<file path="src/rtl/round_sequencer.sv">
// round_sequencer: runs a fixed number of generate/answer/score rounds and keeps the game score
module round_sequencer #(
    parameter int NUM_ROUNDS     = 5,
    parameter int GEN_TIMEOUT    = 10,
    parameter int ANSWER_TIMEOUT = 8,
    parameter int SCORE_HOLD     = 3
) (
    input  logic       Clk100M,
    input  logic       nReset,
    input  logic       Tick1Hz,
    input  logic       startBtn,
    input  logic       genDone,
    input  logic       postSig,
    input  logic [7:0] actualCount,
    input  logic [7:0] userCount,
    output logic       genStart,
    output logic       answerSig,
    output logic [7:0] score,
    output logic [3:0] round,
    output logic       lastCorrect,
    output logic       timedOut,
    output logic       gameOver,
    output logic [2:0] state
);
    typedef enum logic [2:0] {
        S_IDLE     = 3'd0,
        S_GENERATE = 3'd1,
        S_ANSWER   = 3'd2,
        S_SCORE    = 3'd3,
        S_GAMEOVER = 3'd4
    } state_t;

    localparam logic [7:0] GEN_LAST   = 8'(GEN_TIMEOUT - 1);
    localparam logic [7:0] ANS_LAST   = 8'(ANSWER_TIMEOUT - 1);
    localparam logic [7:0] HOLD_LAST  = 8'(SCORE_HOLD - 1);
    localparam logic [3:0] LAST_ROUND = 4'(NUM_ROUNDS);

    state_t     r_state, w_state;
    logic [7:0] r_sec, w_sec;
    logic [7:0] r_score, w_score;
    logic [3:0] r_round, w_round;
    logic       r_start_prev, r_last, w_last, r_timed_out, w_timed_out;
    logic       r_gen_start, w_gen_start, r_answer, w_answer, r_game_over;
    logic       w_start_edge;

    assign w_start_edge = startBtn & ~r_start_prev;

    always_comb begin
        w_state     = r_state;
        w_sec       = r_sec;
        w_score     = r_score;
        w_round     = r_round;
        w_last      = r_last;
        w_timed_out = r_timed_out;
        w_gen_start = 1'b0;
        w_answer    = 1'b0;
        case (r_state)
            S_IDLE, S_GAMEOVER: begin
                if (w_start_edge) begin
                    w_score     = 8'd0;
                    w_round     = 4'd1;
                    w_last      = 1'b0;
                    w_timed_out = 1'b0;
                    w_sec       = 8'd0;
                    w_gen_start = 1'b1;
                    w_state     = S_GENERATE;
                end
            end
            S_GENERATE: begin
                if (genDone || (Tick1Hz && r_sec == GEN_LAST)) begin
                    w_answer = 1'b1;
                    w_sec    = 8'd0;
                    w_state  = S_ANSWER;
                end else if (Tick1Hz) begin
                    w_sec = r_sec + 8'd1;
                end
            end
            S_ANSWER: begin
                if (postSig) begin
                    w_last      = (userCount == actualCount);
                    w_score     = (w_last && r_score != 8'hFF) ? r_score + 8'd1 : r_score;
                    w_timed_out = 1'b0;
                    w_sec       = 8'd0;
                    w_state     = S_SCORE;
                end else if (Tick1Hz && r_sec == ANS_LAST) begin
                    w_last      = 1'b0;
                    w_timed_out = 1'b1;
                    w_sec       = 8'd0;
                    w_state     = S_SCORE;
                end else if (Tick1Hz) begin
                    w_sec = r_sec + 8'd1;
                end
            end
            S_SCORE: begin
                if (Tick1Hz && r_sec == HOLD_LAST) begin
                    w_sec       = 8'd0;
                    w_state     = (r_round == LAST_ROUND) ? S_GAMEOVER : S_GENERATE;
                    w_round     = (r_round == LAST_ROUND) ? r_round : r_round + 4'd1;
                    w_gen_start = (r_round != LAST_ROUND);
                end else if (Tick1Hz) begin
                    w_sec = r_sec + 8'd1;
                end
            end
            default: w_state = S_IDLE;
        endcase
    end

    always_ff @(posedge Clk100M or negedge nReset) begin
        if (!nReset) begin
            r_state      <= S_IDLE;
            r_sec        <= 8'd0;
            r_score      <= 8'd0;
            r_round      <= 4'd0;
            r_last       <= 1'b0;
            r_timed_out  <= 1'b0;
            r_gen_start  <= 1'b0;
            r_answer     <= 1'b0;
            r_game_over  <= 1'b0;
            r_start_prev <= 1'b1;
        end else begin
            r_state      <= w_state;
            r_sec        <= w_sec;
            r_score      <= w_score;
            r_round      <= w_round;
            r_last       <= w_last;
            r_timed_out  <= w_timed_out;
            r_gen_start  <= w_gen_start;
            r_answer     <= w_answer;
            r_game_over  <= (w_state == S_GAMEOVER);
            r_start_prev <= startBtn;
        end
    end

    assign genStart    = r_gen_start;
    assign answerSig   = r_answer;
    assign score       = r_score;
    assign round       = r_round;
    assign lastCorrect = r_last;
    assign timedOut    = r_timed_out;
    assign gameOver    = r_game_over;
    assign state       = r_state;
endmodule
</file>
<file path="config.mk">
export PLATFORM = sky130hd
export DESIGN_NAME = round_sequencer
export DESIGN_NICKNAME = d
export VERILOG_FILES = /design/src/rtl/round_sequencer.sv
export SDC_FILE = /design/constraint.sdc
export NUM_CORES = 1
export LEC_CHECK = 0
export CAP_MARGIN = 15
export CORE_MARGIN = 2
export CORE_UTILIZATION = 49
export DETAILED_ROUTE_END_ITERATION = 16
export PLACE_DENSITY = 0.87
export SLEW_MARGIN = 20
export SYNTH_ARGS = -nofsm -noshare
export SYNTH_HDL_FRONTEND = slang
export SYNTH_SLANG_ARGS = --single-unit
export TNS_END_PERCENT = 100
</file>
<file path="constraint.sdc">
create_clock -name Clk100M -period 2.3 [get_ports Clk100M]
set_input_delay 0.46 -clock Clk100M [delete_from_list [all_inputs] [get_ports Clk100M]]
set_output_delay 0.46 -clock Clk100M [all_outputs]
set_load 0.1 [all_outputs]
</file>
==> run metrics <==
quantity of gates resized following cts=0; min Tclk post-route=2.03 ns; worst hold margin=0.487 ns; pre-CTS setup slack=-0.0377 ns; Layout area overhead=32.3%; CP Buf/Inv Count=0; post-DP HPWL=2.92 mm; Clock Skews=0.0109 ns; measured slew at the worst slew-check pin=0.453 ns; placed instance area=2220 um2; Sw Share=48.0%; CTS tree=built; antenna fix cells=0; fin. max-slew vios=0; CTS root buffer=clkbuf_4; Max-Cap Viols=0; clock buffer depth=2; top cell type's share of synthesized area=40.2%; hold_buf cts=0; most frequent cells in the layout=buf_4, dfrtp_1, clkdlybuf4s50_1; RSZ-0062 raised after global routing=no; Hold WC Path Type=in2async; Starting Density=51.4%; setup ws final=0.266 ns; die area=4050 um2; Finished Layout Cells=278; fraction of registers with async set/reset=100%; vias in the first global route=1533; CP startpoint=r_sec[0]; Layout Nets=259; final worst-path cycle share=88.4%; Remaining DRCs=0; Critical-path top delay cell=a2111o_1; Routed WL=3.95 mm; Initial DRC Count=90; Arr. time, crit path=2.29 ns; share of cells above drive strength 1=23.7%; Final setup viols=0; FF-to-FF path depth=6; vias per cell=5.66; Leak Pwr=1.01 nW; Tot Pwr=2.30 mW; DR pass1 iterations=4; Die Y=63.6 um; CP top delay family=simple AND/OR/NAND/NOR gates; WP data required=2.56 ns; largest net degree at the start of global routing=30; cts bufs inserted=5; CP Launch Type=register; vias=1573; Synth area leaders=dfrtp_1, xnor2_1, ha_1, nand3_1, nand2_1; Post-CTS Repair Setup Buffers=0; Critical Setup Path Class=reg2reg; Yosys reg bits=29; final hold vios=0; Crit. path cell count=6; status=finished clean; post-layout instance area=2310 um2; Worst path max stage delay=0.46 ns; GRT overflow=0; Main synth FF type=dfrtp_1; setup TNS=0 ns; global-route wire length before repair=6.76 mm; die width=63.6 um; Core ar.=3390 um2; post-layout util=68.0%; number of synthesized flops with an enable pin=0; placed cell count=270; R2R Path Start=r_sec[0]; fmax=492 MHz; clock share of power=19.5%; I/O pins=42; Critical Path Fanout Max=5; Reg clk slew, reported paths=0.10 ns; Syn Inst Count=176; Worst Setup End Kind=register; leading cell type in the layout, fill and taps excluded=buf_4; All-Layer GR Usage=21.5%; gpl congestion=0.863; initial antenna violation count=0; Pint=1.20 mW; Comb power frac=48.6%; Yosys top cell by area=dfrtp_1; P_sw=1.11 mW; sequential area share after synthesis=41.7%; Seq pwr share=31.9%; Peak supply drop=514 uV; Synth cell types=53; H-tree level count=2; clock sink count=29; yosys synthesis warning count=0; Power Dens Cells=999 nW/um2; wire length per cell=14.2 um; Post-DRT Antenna Nets=0; Buffers on Ports=41; cell area after synthesis=1740 um2; net count after synthesis=204; Avg Cell Area, Syn=9.90 um2; worst skew pair latency=0.34 ns; critical path cell sequence=ha_1 -> and4b_1 -> a2111o_1 -> and3_4 -> or3_1 -> o21ai_1; relative slew slack=69.6%; row count=21
==> sequential cells by signal (all words and copies together) (netlist names) <==
name	cells
answerSig	1
gameOver	1
genStart	1
lastCorrect	1
r_sec	8
r_start_prev	1
round	4
score	8
state	3
timedOut	1
==> worst paths after layout <==
| path | to | slack [ns] |
|---|---|---|
| min | gameOver | 0.49 |
| min reg2reg | lastCorrect | 0.50 |
| max reg2reg | r_sec[5] | 0.27 |
| max in group asynchronous | r_start_prev | 1.50 |
| max | r_sec[5] | 0.27 |
| min in group Clk100M | lastCorrect | 0.50 |
==> area by class of cell <==
| cell class | instances | area (um2) |
|---|---|---|
| Clock buffer | 6 | 51.3 |
| Clock inverter | 2 | 37.5 |
| Fill cell | 260 | 1080 |
| Inverter | 8 | 30.0 |
| Multi-Input combinational cell | 136 | 962 |
| Sequential cell | 29 | 732 |
| Tap cell | 46 | 57.6 |
| Timing Repair Buffer | 51 | 435 |
==> cell usage after synthesis, types with 2 or more instances <==
| cell | n |
|---|---|
| dfrtp_1 | 28 |
| nor2_1 | 9 |
| mux2_2 | 2 |
| inv_1 | 8 |
| or4_1 | 2 |
| o31ai_1 | 4 |
| a31oi_1 | 2 |
| mux2i_1 | 4 |
| nor2b_1 | 2 |
| o21ai_0 | 11 |
| nand2b_1 | 3 |
| or3_1 | 3 |
| and3_1 | 2 |
| nor3_1 | 3 |
| o21ai_1 | 2 |
| ha_1 | 6 |
| nand2_1 | 15 |
| xor2_1 | 2 |
| nand3_1 | 12 |
| nor4_1 | 2 |
| nand4_1 | 4 |
| nor3_2 | 2 |
| nand3b_1 | 2 |
| xnor2_1 | 10 |
| a21oi_1 | 8 |
==> worst register-to-register path, delay by kind of cell (launching register included) <==
| kind | cells | cell delay [ns] |
|---|---|---|
| adders and majority gates | 1 | 0.22 |
| DFF | 1 | 0.44 |
| and+or+nand+nor | 3 | 0.75 |
| AOI/OAI and AO/OA | 2 | 0.56 |
==> per-layer routing <==
metal	track usage, %	part of all wire, %
met1	27.7	44
met2	33.3	48
met3	5.18	6.1
met4	11.1	1.7
met5	0	0
==> power by group through the flow <==
stage / Sequential [mW] / Clock, mW / Combinational (mW)
floorplan: 1.15 / 0 / 0.440
global placement: 0.738 / 0 / 1.10
CTS: 0.735 / 0.455 / 1.13
detailed placement: 0.743 / 0 / 1.12
finish: 0.734 / 0.450 / 1.12
global route: 0.754 / 0.482 / 1.19
==> cell families (layout without fill, tap and decap cells) <==
group,count (synthesis),in the layout,share of synthesized area (%)
AO/OA/AOI/OAI,38,38,14.6
XOR/XNOR,12,12,6.03
adder cells (fa/ha/maj),6,6,4.31
buffers and inverters,11,67,3.09
flip-flops,29,29,41.7
multiplexers,6,6,3.59
AND/OR/NAND/NOR,74,74,26.7
No activity file was read; power rests on OpenSTA's default activity.
